### src/rtl/sub64_issue_ctrl.sv
// Issue controller for the signed subtractor wrapper: holds operands and ce
// until the wrapper's valid pulse, captures the difference and derives flags.
//
// state | meaning
// IDLE  | ready for an operand pair; core_ce low
// RUN   | core_ce high, operands held, watchdog counting
// DONE  | result (or timeout error) presented until out_ready
module sub64_issue_ctrl #(
    parameter int WIDTH   = 64,
    parameter int TIMEOUT = 15
) (
    input  logic             clk,
    input  logic             reset,
    input  logic             in_valid,
    output logic             in_ready,
    input  logic [WIDTH-1:0] in_a,
    input  logic [WIDTH-1:0] in_b,
    output logic             out_valid,
    input  logic             out_ready,
    output logic [WIDTH-1:0] out_diff,
    output logic             out_ovf,
    output logic             out_zero,
    output logic             out_err,
    output logic             core_ce,
    output logic [WIDTH-1:0] core_a,
    output logic [WIDTH-1:0] core_b,
    input  logic             core_valid,
    input  logic [WIDTH-1:0] core_s
);

    localparam int CW = $clog2(TIMEOUT + 1);

    typedef enum logic [1:0] {
        IDLE = 2'd0,
        RUN  = 2'd1,
        DONE = 2'd2
    } state_t;

    state_t        state;
    state_t        state_nxt;
    logic [CW-1:0] wd_cnt;
    logic          accept;
    logic          hit;
    logic          tmo;

    always_ff @(posedge clk) begin
        if (reset) begin
            state <= IDLE;
        end else begin
            state <= state_nxt;
        end
    end

    // core_valid outranks the watchdog when both land in the same cycle
    always_comb begin
        state_nxt = state;
        accept    = 1'b0;
        hit       = 1'b0;
        tmo       = 1'b0;
        case (state)
            IDLE: begin
                if (in_valid) begin
                    accept    = 1'b1;
                    state_nxt = RUN;
                end
            end
            RUN: begin
                if (core_valid) begin
                    hit       = 1'b1;
                    state_nxt = DONE;
                end else if (wd_cnt == CW'(TIMEOUT - 1)) begin
                    tmo       = 1'b1;
                    state_nxt = DONE;
                end
            end
            DONE: begin
                if (out_ready) begin
                    state_nxt = IDLE;
                end
            end
            default: state_nxt = IDLE;
        endcase
    end

    always_ff @(posedge clk) begin
        if (reset) begin
            core_a   <= '0;
            core_b   <= '0;
            wd_cnt   <= '0;
            out_diff <= '0;
            out_ovf  <= 1'b0;
            out_zero <= 1'b0;
            out_err  <= 1'b0;
        end else begin
            if (accept) begin
                core_a <= in_a;
                core_b <= in_b;
                wd_cnt <= '0;
            end else if (state == RUN) begin
                wd_cnt <= wd_cnt + CW'(1);
            end
            if (hit) begin
                out_diff <= core_s;
                out_ovf  <= (core_a[WIDTH-1] != core_b[WIDTH-1]) &&
                            (core_s[WIDTH-1] != core_a[WIDTH-1]);
                out_zero <= (core_s == '0);
                out_err  <= 1'b0;
            end else if (tmo) begin
                out_diff <= '0;
                out_ovf  <= 1'b0;
                out_zero <= 1'b0;
                out_err  <= 1'b1;
            end
        end
    end

    // dropping ce outside RUN flushes the wrapper's valid pipeline
    assign core_ce   = (state == RUN);
    assign out_valid = (state == DONE);
    assign in_ready  = (state == IDLE) && !reset;

endmodule

### config.mk
export PLATFORM = sky130hd
export DESIGN_NAME = sub64_issue_ctrl
export DESIGN_NICKNAME = d
export VERILOG_FILES = /design/src/rtl/sub64_issue_ctrl.sv
export SDC_FILE = /design/constraint.sdc
export NUM_CORES = 1
export LEC_CHECK = 0
export BUFFER_PORTS_ARGS = -buffer_cell sky130_fd_sc_hd__buf_2
export CORE_ASPECT_RATIO = 1.1
export CORE_MARGIN = 4
export CORE_UTILIZATION = 30
export DETAILED_ROUTE_END_ITERATION = 8
export GPL_ROUTABILITY_DRIVEN = 0
export SLEW_MARGIN = 0
export SYNTH_ARGS = -nofsm -noshare
export SYNTH_HDL_FRONTEND = slang
export SYNTH_SLANG_ARGS = --single-unit
### constraint.sdc
create_clock -name clk -period 1.7 [get_ports clk]
set_input_delay 0.17 -clock clk [delete_from_list [all_inputs] [get_ports clk]]
set_output_delay 0.17 -clock clk [all_outputs]
set_load 0.02 [all_outputs]
# Word level (Yosys, flattened, before mapping)

Index checks and enable logic that the tools add are counted.

RAM bits: 0
Flip-flop bits (word level): 201
Output and inout port bits: 198
Word-level logic and storage cells: 43
Bits in latches: 0
ROM bits: 0
Input bits: 197
Memories: 0

Shift-type cells: 0
Reductions and logical operators: 9
Multiply operators: 0
Div/mod/pow operators: 0
Muxes and demuxes: 17
Equality and inequality tests: 8
Bitwise gates (word level): 0
$add $sub $neg: 1
$lt $le $gt $ge: 0

Operators with widths:

| cell                  | count |
|---|---|
| $mux W64              | 2 |
| $logic_not A64 Y1     | 1 |
| $mux W1               | 10 |
| $mux W2               | 4 |
| $pmux W2 S3           | 1 |
| $add A4 B1 Y4 const B | 1 |
| $eq A4 B4 Y1 const B  | 1 |
| $reduce_or A2 Y1      | 2 |
| $ne A3 B1 Y1 const B  | 1 |
| $reduce_and A3 Y1     | 1 |
| $eq A2 B1 Y1 const B  | 1 |
| $eq A2 B2 Y1 const B  | 1 |
| $logic_and A1 B1 Y1   | 2 |
| $logic_not A2 Y1      | 1 |
| $ne A1 B1 Y1          | 2 |
| $ne A2 B1 Y1 const B  | 1 |
| $ne A2 B2 Y1 const B  | 1 |
| $reduce_bool A2 Y1    | 1 |
| $logic_not A1 Y1      | 1 |

# Depth between registers and ports, before layout

Gate-level depths: netlist of run 1.

Depth after elaboration: 6
Gate-level depth with buffers: 8
Depth with buffers taken out: 6

# Worst setup path after synthesis of run 1

OpenSTA, ideal clock, no wires.

Path type: reg2reg
From: reg wd_cnt[0]
To: reg out_diff[56]
Data required time: 1.634 ns
Setup time: 0.066 ns
Buffers on the path: 1
Arrival: 1.484 ns
Period minus slack after synthesis: 1.550 ns
Path slack: 0.150 ns
Cell stages (with the launch flop): 8
Cells stage by stage: dfxtp_1 inv_1 ha_1 and3_1 o21ai_2 buf_1 a22oi_1 nor2_1

Longest elaborated chain between the ends: 5

Ends and longest elaborated chain:

| item                                | RTL line | RTL |
|---|---|---|
| from (decl)                         | 41       | `logic [CW-1:0] wd_cnt;` |
| from (signal assigned)              | 100      | `wd_cnt <= wd_cnt + CW'(1);` |
| $eq A4 B4 Y1                        | 71       | `end else if (wd_cnt == CW'(TIMEOUT - 1)) begin` |
| $mux W1                             | 71       |  |
| $mux W1                             | 68       | `if (core_valid) begin` |
| $mux W1                             | 60       | `case (state)` |
| $reduce_bool A2 Y1 (no source line) | --       |  |
| to (signal assigned)                | 103      | `out_diff <= core_s;` |
| to (decl)                           | 20       | `output logic [WIDTH-1:0] out_diff,` |

Every way passes these cells.
A chain may end at the register's enable or synchronous reset.

# Worst setup path after layout of run 1

From: in core_s[46]
To: reg out_zero

Longest elaborated chain between the ends: 2

Ends and longest elaborated chain:

| item                 | RTL line | RTL |
|---|---|---|
| from (decl)          | 28       | `input logic [WIDTH-1:0] core_s` |
| $logic_not A64 Y1    | 106      | `out_zero <= (core_s == '0);` |
| $mux W1              | 102      | `if (hit) begin` |
| to (signal assigned) | 106      |  |
| to (decl)            | 22       | `output logic out_zero,` |

Every way passes these cells.

==> metrics.csv, run 1 <==
metric,value,unit
initial core utilization,0.306,
placed cell count,1494,
Die Height,171,microns
Avg Inst Size Synth,8.68,sq um
CP startpoint kind,input port,
Die W,156,microns
syn_nets,1037,
Slew HR,0.711,
Post-CTS Repair Setup Buffers,0,
Fin. Hold Viols,0,
Combinational Power Share,0.172,
"commonest non-fill, non-tap cells in the layout","buf_2 (392), nand2_1 (259), dfxtp_1 (200)",
cts bufs inserted,23,
pins over their slew limit,0,
worst path required time,2.13,ns
dpl cell area,9560,sq um
boundary pin count,395,
Final WS setup,-0.00473,ns
largest net degree at the start of global routing,129,
worst hold path type,in -> reg,
Finished Layout Cells,1731,
CTS sink count,201,
initial drt markers,457,
ratio of cells with drive above 1 in the final layout,0.352,
Final Instance Area,12400,sq um
post-detailed-routing wire length,27800,microns
final setup vio count,1,
post-route ant nets,0,
sequential-to-total area share from yosys stat,0.553,
Tmin final,1.70,ns
switching part of the total,0.263,
drt first pass iters,6,
crit path kind,in -> reg,
FP Rows,59,
clock slew at reported path FFs,0.06,ns
clock share of power,0.408,
Fmax,587,MHz
Placeable Area,23800,sq um
Yosys warning count,0,
run status,finished with violations,
"commonest non-fill, non-tap cell in the layout",buf_2,
Clock Skew,0.0105,ns
Post-DP HPWL,17600,microns
Yosys top cell area share,0.553,
maximum VDD drop,1050,uV
period utilization,1.00,
slew at the pin closest to its max-slew limit,0.433,ns
crit-path cells,dlygate4sd3_1 -> buf_2 -> nor4_4 -> nand4_1 -> or4_4 -> o21ai_1,
CTS Root Cell,clkbuf_16,
# Max-Cap Violations,0,
RSZ-0062 raised after global routing,yes,
PortBufs,394,
largest cells by area after synthesis,"dfxtp_1 (55%), nand2_1 (13%), a21oi_1 (9.0%)",
CTS tree,done,
crit end category,flop,
clock latency on the worst-skew pair,0.49,ns
initial antenna violation count,1,
Max H-tree Level,1,
Vias,8082,
clk buf depth,3,
die area,26800,sq um
first-pass GRT wire length,41800,microns
gr ovfl total,0,
Crit-path slowest cell,or4_4,
GRT Util Overall,0.189,
crit-path max FO,2,
post-route setup TNS,-0.00473,ns
Yosys reg bits,201,
Worst Path Arrival,2.13,ns
"area leader, netlist",dfxtp_1,
vias in the first global route,8140,
Layout area overhead,69.8,%
Cell Int Power,0.00896,W
wire length per cell,16.0,microns
Static Leak,5.65,nW
Cell Pwr Density,984,nW/um^2
Avg Vias per Cell,4.67,
Synth Cell Area,7280,sq um
Flop pwr share,0.420,
net switching power,0.00319,W
Post-Syn Instances,838,
fin nets,1608,
synth unique cells,36,
DRC viols,0,
failing checks,negative setup slack,
"Largest stage delay, worst path",0.59,ns
[power by group through the flow]
stage                     Combinational [W]  Sequential (W)  Clock [W]
after CTS                           0.00205         0.00510    0.00513
final                               0.00209         0.00511    0.00496
after detailed placement            0.00169         0.00520          0
after global placement              0.00169         0.00519          0
after floorplan                    0.000642         0.00551          0
after global routing                0.00226         0.00513    0.00531
[flip-flops by register name (all words and copies together) (netlist names)]
| signal | flops |
|---|---|
| core_b | 64 |
| out_diff | 64 |
| wd_cnt | 4 |
| state | 2 |
| out_ovf | 1 |
| out_zero | 1 |
| out_err | 1 |
| core_a | 64 |
[cells in the mapped netlist (all sizes together)]
| library cell | number |
|---|---|
| nand2b | 1 |
| nor4 | 15 |
| a21oi | 131 |
| nor3b | 2 |
| mux2i | 1 |
| a22oi | 64 |
| nor3 | 7 |
| nor2 | 67 |
| xor2 | 2 |
| or4 | 1 |
| nand3b | 1 |
| inv | 1 |
| clkbuf | 30 |
| o21ai | 3 |
| xnor2 | 1 |
| and2 | 1 |
| or3b | 1 |
| dfxtp | 201 |
| ha | 2 |
| a2111oi | 1 |
| nor2b | 2 |
| and3 | 1 |
| and3b | 1 |
| buf | 37 |
| nand4 | 5 |
| nand2 | 259 |
[through the flow]
step / hold slack, ns / setup slack [ns] / total power, W / util
3_3_place_gp: 0.410 / 0.0917 / 0.00688 / 0.402
6_report: 0.0258 / -0.00473 / 0.0122 / 0.520
2_1_floorplan: 0.304 / 0.150 / 0.00615 / -
3_5_place_dp: 0.415 / 0.0627 / 0.00689 / 0.402
4_1_cts: 0.00154 / 0.0161 / 0.0123 / 0.516
5_1_grt: 0.0322 / -0.0471 / 0.0127 / 0.520
[cells by family after synthesis]
group,count (synthesis),synth area share
flops,201,0.553
fa+ha+maj,2,0.00344
compound gates,199,0.181
buf+inv,68,0.0533
mux,1,0.00138
simple gates,364,0.205
xor+xnor,3,0.00361
[worst max-delay path, delay by kind of cell]
kind	cells	cell delay [ns]
buffers and inverters	2	0.69
AOI/OAI and AO/OA	1	0.13
and+or+nand+nor	3	1.14
[cell type report]
| type | count | area, sq um |
|---|---|---|
| sequential | 201 | 4030 |
| fill | 2122 | 11400 |
| timing repair buffer | 613 | 4250 |
| tap | 305 | 382 |
| multi-input combinational | 569 | 2930 |
| clock buffer | 36 | 684 |
| antenna | 1 | 2.50 |
| clock inverter | 5 | 78.8 |
| inverter | 1 | 3.75 |
[final timing paths]
kind              start         end  slack, ns  cells after the start
min            in_valid    state[0]       0.03                      3
max          core_s[46]    out_zero     -0.005                      6
min reg2reg  core_b[29]  core_b[29]       0.45                      2
max reg2reg    state[0]  core_a[10]       0.09                      5
[what timing repair did]
action                                  CTS  global route
gates cloned                              0             1
hold buffers                            194             0
resized for setup                         2             9
pin swaps                                 0             1
endpoints found under the setup margin    1            34
hold endpoints to repair                194             0
[routing by layer]
metal / GRT usage / up-vias / share of wire
met1: 0.208 / 3657 / 0.37
met4: 0.0857 / 0 / 0.043
met2: 0.333 / 401 / 0.49
li1: - / 3946 / -
met5: 0 / - / 0
met3: 0.0591 / 78 / 0.10
Power figures use the tool's default switching activity.
==> run 2, diff against run 1 <==
--- a/config.mk
+++ b/config.mk
@@ -7,7 +7,6 @@
 export LEC_CHECK = 0
 export BUFFER_PORTS_ARGS = -buffer_cell sky130_fd_sc_hd__buf_2
 export CORE_ASPECT_RATIO = 1.1
-export CORE_MARGIN = 4
 export CORE_UTILIZATION = 30
 export DETAILED_ROUTE_END_ITERATION = 8
 export GPL_ROUTABILITY_DRIVEN = 0
==> constraint.sdc (replaced) <==
create_clock -name clk -period 1.7 [get_ports clk]
set_input_delay 0.17 -clock clk [delete_from_list [all_inputs] [get_ports clk]]
set_output_delay 0.17 -clock clk [all_outputs]
set_load 0.005 [all_outputs]
==> run 2 against run 1 <==
Compared with the run above: the flow now finishes without violations; flip-flop and latch count unchanged; die area decreased by 7.2%; critical path depth stayed put; first-iteration DRC count shrank 21%; combinational power is 15% lower; sequential share of layout area up 0.11 points; via count decreased by 0.77%; utilization about the same; largest cell class unchanged.
==> metrics.csv, run 2 (synthesis results as in run 1) <==
metric,value,unit,change
diode count,0,,was 1
boundary pin count,395,,unchanged
slew at the pin closest to its max-slew limit,0.827,ns,was 0.433 ns
WHS Endpoint,state[0],,unchanged
Die W,150,microns,was 156 microns
min-delay src,core_valid,,was in_valid
CTS Root Cell,clkbuf_16,,unchanged
post-route ant nets,0,,unchanged
met3 wire length,2410,microns,was 2810 microns
"commonest non-fill, non-tap cells in the layout","buf_2 (393), nand2_1 (259), dfxtp_1 (198)",,"was buf_2 (392), nand2_1 (259), dfxtp_1 (200)"
Post-DP HPWL,16800,microns,was 17600 microns
worst hold path type,in -> reg,,unchanged
fin nets,1608,,unchanged
RSZ-0062 raised after global routing,no,,was yes
maximum VDD drop,742,uV,was 1050 uV
Critical R2R Launch,wd_cnt[0],,was state[0]
CTS sink count,201,,unchanged
Worst Path Arrival,2.09,ns,was 2.13 ns
clock slew at reported path FFs,0.06,ns,about the same
first-pass GRT wire length,38600,microns,was 41800 microns
final setup vio count,0,,was 1
CTS tree,done,,unchanged
clock latency on the worst-skew pair,0.49,ns,about the same
# Max-Cap Violations,0,,unchanged
Cell Pwr Density,949,nW/um^2,was 984 nW/um^2
WL met1,10200,microns,about the same
crit-path max FO,2,,unchanged
crit path kind,in -> reg,,unchanged
Fmax,600,MHz,was 587 MHz
vias in the first global route,7521,,was 8140
total length of routed met2 wires,12700,microns,was 13600 microns
cts bufs inserted,22,,was 23
wire length per cell,15.1,microns,was 16.0 microns
crit end category,flop,,unchanged
initial core utilization,0.307,,was 0.306
Post-CTS Repair Setup Buffers,0,,unchanged
Layout area overhead,69.3,%,was 69.8%
Crit-path slowest cell,dlygate4sd3_1,,was or4_4
DRC viols,0,,unchanged
post-detailed-routing wire length,26000,microns,was 27800 microns
Avg Vias per Cell,4.64,,was 4.67
die area,24900,sq um,was 26800 sq um
fill cell count,2112,,was 2122
Max H-tree Level,1,,unchanged
r2r setup slk,0.11,ns,was 0.09 ns
crit-path cells,dlygate4sd3_1 -> buf_2 -> nor4_1 -> nand4_1 -> or4_1 -> o21ai_1,,was dlygate4sd3_1 -> buf_2 -> nor4_4 -> nand4_1 -> or4_4 -> o21ai_1
biggest regs,"core_a: 64 flops, core_b: 64 flops, out_diff: 64 flops",,unchanged
"commonest non-fill, non-tap cell in the layout",buf_2,,unchanged
Vias,8020,,was 8082
largest net degree at the start of global routing,96,,was 129
initial drt markers,362,,was 457
Die Height,165,microns,was 171 microns
gr ovfl total,0,,unchanged
period utilization,0.980,,was 1.00
Worst path top cell family by delay,simple AND/OR/NAND/NOR gates,,unchanged
FF-to-FF End,out_diff[31],,was core_a[10]
GRT Util Overall,0.195,,was 0.189
ratio of cells with drive above 1 in the final layout,0.349,,was 0.352
Fin. Hold Viols,0,,unchanged
pins over their slew limit,0,,unchanged
total power,0.0117,W,was 0.0122 W
hold path depth,4,,was 3
initial antenna violation count,1,,unchanged
Slew HR,0.447,,was 0.711
CP startpoint kind,input port,,unchanged
Tmin final,1.67,ns,was 1.70 ns
Static Leak,5.64,nW,was 5.65 nW
drt first pass iters,5,,was 6
CP bufs+invs,2,,unchanged
PortBufs,394,,unchanged
R2R cell count,7,,was 5
FP Rows,59,,unchanged
post-route setup TNS,0,ns,was -0.00473 ns
worst path required time,2.12,ns,was 2.13 ns
Placeable Area,23700,sq um,was 23800 sq um
Top Metal Used,met5,,was met4
"Largest stage delay, worst path",0.55,ns,was 0.59 ns
Clock Skew,0.00690,ns,was 0.0105 ns
clk buf depth,3,,unchanged
run status,finished clean,,was finished with violations
run 2: changes by cell type in the layout (fill, tap and decap cells not counted), moves of 3 or more:
cell / delta
buf_4: -5
clkbuf_1: -3
buf_12: +5
nor4_1: +3
run 2: area by class of cell:
| class | count | area, sq um | area share |
|---|---|---|---|
| clock inverters | 2 | 35.0 | 0.00284 |
| multi-input cells | 569 | 2890 | 0.234 |
| well taps | 305 | 382 | 0.0310 |
| inverters | 1 | 3.75 | 0.000305 |
| clock buffers | 35 | 701 | 0.0569 |
| repair buffers | 614 | 4280 | 0.348 |
| flip-flops and latches | 201 | 4030 | 0.327 |
run 2: worst max-delay path by stage:
stage | end | cells after the start | slack, ns | startpoint
3_3_place_gp | out_zero | 6 | 0.11 | core_s[16]
2_1_floorplan | out_diff[56] | 7 | 0.15 | wd_cnt[0]
4_1_cts | out_valid | 2 | 0.05 | state[1]
5_1_grt | out_diff[27] | 7 | 0.04 | wd_cnt[0]
3_5_place_dp | out_diff[31] | 7 | 0.10 | wd_cnt[0]
6_report | out_zero | 6 | 0.03 | core_s[42]
run 2: what timing repair did:
item / CTS / global route
resized for setup: 1 / 3
endpoints found under the hold margin: 194 / 0
setup endpoints to repair: 1 / 7
hold buffers: 196 / 0
run 2: layer usage:
| metal | GRT usage | up-vias |
|---|---|---|
| li1 | - | 3949 |
| met1 | 0.219 | 3661 |
| met2 | 0.345 | 357 |
| met3 | 0.0558 | 51 |
| met4 | 0.0725 | 2 |
| met5 | 0 | - |
run 2: tightest hold or removal path, stage by stage:
cell and delay, ns:
buf_2 0.13, nor2_1 0.07, mux2i_1 0.13, nor3_1 0.06
run 2: power by group:
| part | switching [W] | total [W] | internal (W) | leakage [nW] |
|---|---|---|---|---|
| logic | 0.000845 | 0.00178 | 0.000933 | 3.64 |
| clock network | 0.00185 | 0.00480 | 0.00295 | 0.364 |
| registers | 0.000138 | 0.00511 | 0.00497 | 1.64 |
| total | 0.00283 | 0.0117 | 0.00886 | 5.64 |
run 2: per-stage QoR:
step           worst slack, ns   util  instances  hold slack, ns  area [sq um]
2_1_floorplan            0.150      -        838           0.304          7280
3_3_place_gp             0.112  0.406       1494           0.410          9610
3_5_place_dp             0.100  0.406       1494           0.415          9610
4_1_cts                 0.0474  0.520       1727          0.0828         12300
5_1_grt                 0.0364  0.520       1727           0.144         12300
6_report                0.0345  0.520       1727           0.105         12300
==> run 3, diff against run 2 <==
--- a/config.mk
+++ b/config.mk
@@ -5,6 +5,7 @@
 export SDC_FILE = /design/constraint.sdc
 export NUM_CORES = 1
 export LEC_CHECK = 0
+export ABC_AREA = 1
 export BUFFER_PORTS_ARGS = -buffer_cell sky130_fd_sc_hd__buf_2
 export CORE_ASPECT_RATIO = 1.1
 export CORE_UTILIZATION = 30
==> run 3 against run 2 <==
Compared with the run above: critical path depth down 2; maximum frequency grew 8.0%; clock power hardly changed; non-clock buffer count decreased by 9; combinational power rose by 10%; synthesized cell count up 14%; total power rose by 2.7%; register-to-register slack better by 0.06 ns; worst hold slack lost 0.10 ns; utilization down 0.18 points; sequential share of layout area rose by 0.18 points; critical endpoint is now core_ce.
==> metrics.csv, run 3 <==
metric,value,unit,change
total length of routed met2 wires,13500,microns,was 12700 microns
RSZ-0062 raised after global routing,no,,unchanged
largest cells by area after synthesis,"dfxtp_1 (56%), nor2_1 (16%), o21ai_0 (8.7%)",,"was dfxtp_1 (55%), nand2_1 (13%), a21oi_1 (9.0%)"
crit-path max FO,6,,was 2
CTS-repair resized insts,0,,was 1
Yosys top cell area share,0.556,,was 0.553
fill cell count,2202,,was 2112
Static Leak,5.75,nW,was 5.64 nW
most frequent cell after synthesis,nor2_1,,was nand2_1
Fmax,649,MHz,was 600 MHz
fin nets,1718,,was 1608
boundary pin count,395,,unchanged
Worst Path Arrival,1.37,ns,was 2.09 ns
hold path depth,3,,was 4
first-pass GRT wire length,40200,microns,was 38600 microns
pins over their slew limit,0,,unchanged
Yosys warning count,0,,unchanged
Post-Syn Instances,953,,was 838
DRC viols,0,,unchanged
"commonest non-fill, non-tap cells in the layout","buf_2 (394), nor2_1 (301), dfxtp_1 (201)",,"was buf_2 (393), nand2_1 (259), dfxtp_1 (198)"
Critical R2R Launch,wd_cnt[0],,unchanged
r2r setup slk,0.17,ns,was 0.11 ns
# Max-Cap Violations,0,,unchanged
maximum VDD drop,803,uV,was 742 uV
Max H-tree Level,1,,unchanged
met3 wire length,2300,microns,was 2410 microns
FF-to-FF End,out_diff[60],,was out_diff[31]
Slew HR,0.736,,was 0.447
number of hold buffers added after CTS,193,,was 196
asr flop ratio synth,0,,unchanged
min-delay src,in_b[31],,was core_valid
Layout area overhead,69.2,%,was 69.3%
vias in the first global route,7985,,was 7521
clock latency on the worst-skew pair,0.51,ns,was 0.49 ns
Clock Skew,0.0129,ns,was 0.00690 ns
wire length per cell,14.9,microns,was 15.1 microns
clk buf depth,3,,unchanged
worst path required time,1.53,ns,was 2.12 ns
"area leader, netlist",dfxtp_1,,unchanged
Post-CTS Repair Setup Buffers,0,,unchanged
Yosys reg bits,201,,unchanged
initial antenna violation count,0,,was 1
syn_nets,1152,,was 1037
CP startpoint kind,flop,,was input port
FP Rows,59,,unchanged
Avg Inst Size Synth,7.59,sq um,was 8.68 sq um
Tmin final,1.54,ns,was 1.67 ns
final setup vio count,0,,unchanged
WL met1,10800,microns,was 10200 microns
slew at the pin closest to its max-slew limit,0.396,ns,was 0.827 ns
largest net degree at the start of global routing,85,,was 96
post-detailed-routing wire length,27400,microns,was 26000 microns
Post-DP HPWL,17500,microns,was 16800 microns
crit end category,primary output,,was flop
Die W,150,microns,about the same
clock slew at reported path FFs,0.06,ns,about the same
synth unique cells,23,,was 36
period utilization,0.907,,was 0.980
R2R cell count,8,,was 7
worst hold path type,in -> reg,,unchanged
biggest regs,"core_a: 64 flops, core_b: 64 flops, out_diff: 64 flops",,unchanged
initial drt markers,431,,was 362
WHS Endpoint,core_b[31],,was state[0]
Vias,8326,,was 8020
initial core utilization,0.306,,was 0.307
drt first pass iters,6,,was 5
Post-synth top flop,dfxtp_1,,unchanged
run status,finished clean,,unchanged
Synth Cell Area,7230,sq um,was 7280 sq um
PortBufs,394,,unchanged
ratio of cells with drive above 1 in the final layout,0.301,,was 0.349
total power,0.0120,W,was 0.0117 W
Fin. Hold Viols,0,,unchanged
Top Metal Used,met4,,was met5
Avg Vias per Cell,4.52,,was 4.64
post-route setup TNS,0,ns,unchanged
cts bufs inserted,23,,was 22
"commonest non-fill, non-tap cell in the layout",buf_2,,unchanged
CTS tree,done,,unchanged
post-route ant nets,0,,unchanged
Die Height,165,microns,about the same
Placeable Area,23600,sq um,was 23700 sq um
CTS Root Cell,clkbuf_16,,unchanged
die area,24700,sq um,was 24900 sq um
Post-synth top cells,"nor2_1 (301), dfxtp_1 (201), nand2_1 (152)",,"was nand2_1 (259), dfxtp_1 (201), a21oi_1 (131)"
crit path kind,reg -> out,,was in -> reg
Post-synth EDFFs,0,,unchanged
sequential-to-total area share from yosys stat,0.556,,was 0.553
gr ovfl total,0,,unchanged
GRT Util Overall,0.206,,was 0.195
Cell Pwr Density,981,nW/um^2,was 949 nW/um^2
CTS sink count,201,,unchanged
[run 3: critical path: stages (launching register included)]
cell and delay (ns):
dfxtp_1 0.39, inv_1 0.09, nor2_4 0.11, buf_4 0.15, buf_2 0.12
[run 3: layout make-up]
cell class	count	area, sq um	share of cell area
clock buffer	31	646	0.0528
inverter	12	47.5	0.00389
antenna	1	2.50	0.000204
sequential	201	4020	0.329
timing repair buffer	605	4180	0.341
multi-input combinational	676	2870	0.235
clock inverter	10	88.8	0.00726
tap	305	382	0.0312
[run 3: worst max-delay path by stage]
stage | startpoint | cells past startpoint | slack [ns] | to
2_1_floorplan | wd_cnt[0] | 9 | 0.32 | out_diff[10]
3_3_place_gp | wd_cnt[0] | 8 | 0.24 | out_diff[0]
3_5_place_dp | wd_cnt[0] | 8 | 0.19 | out_diff[7]
4_1_cts | state[0] | 4 | 0.12 | core_ce
5_1_grt | wd_cnt[0] | 8 | 0.009 | out_diff[7]
6_report | state[0] | 4 | 0.16 | core_ce
[run 3: metrics by stage]
stage	cell area, sq um	util	std cells	hold slack, ns	setup WS, ns
after detailed placement	9570	0.405	1606	0.412	0.193
after floorplan	7230	-	953	0.317	0.323
after CTS	12200	0.518	1840	0.0143	0.115
after global routing	12200	0.518	1840	0.0582	0.00919
after global placement	9570	0.405	1606	0.404	0.241
final	12200	0.518	1841	0.000274	0.158
[run 3: logic make-up after synthesis]
family	synth area share
AO/OA/AOI/OAI	0.141
AND/OR/NAND/NOR	0.250
buffers and inverters	0.0486
flip-flops	0.556
adder cells (fa/ha/maj)	0.00346
[run 3: power breakdown]
part / leakage (nW) / switching [W] / total, W / internal, W
Sequential: 1.65 / 0.000174 / 0.00523 / 0.00505
Combinational: 3.73 / 0.000964 / 0.00196 / 0.000992
Clock: 0.364 / 0.00200 / 0.00482 / 0.00282
Total: 5.75 / 0.00314 / 0.0120 / 0.00887
[run 3: per-layer routing]
metal / global-route usage / vias to the layer above
li1: - / 4169
met1: 0.226 / 3777
met2: 0.370 / 324
met3: 0.0610 / 56
met4: 0.0776 / 0
met5: 0 / -
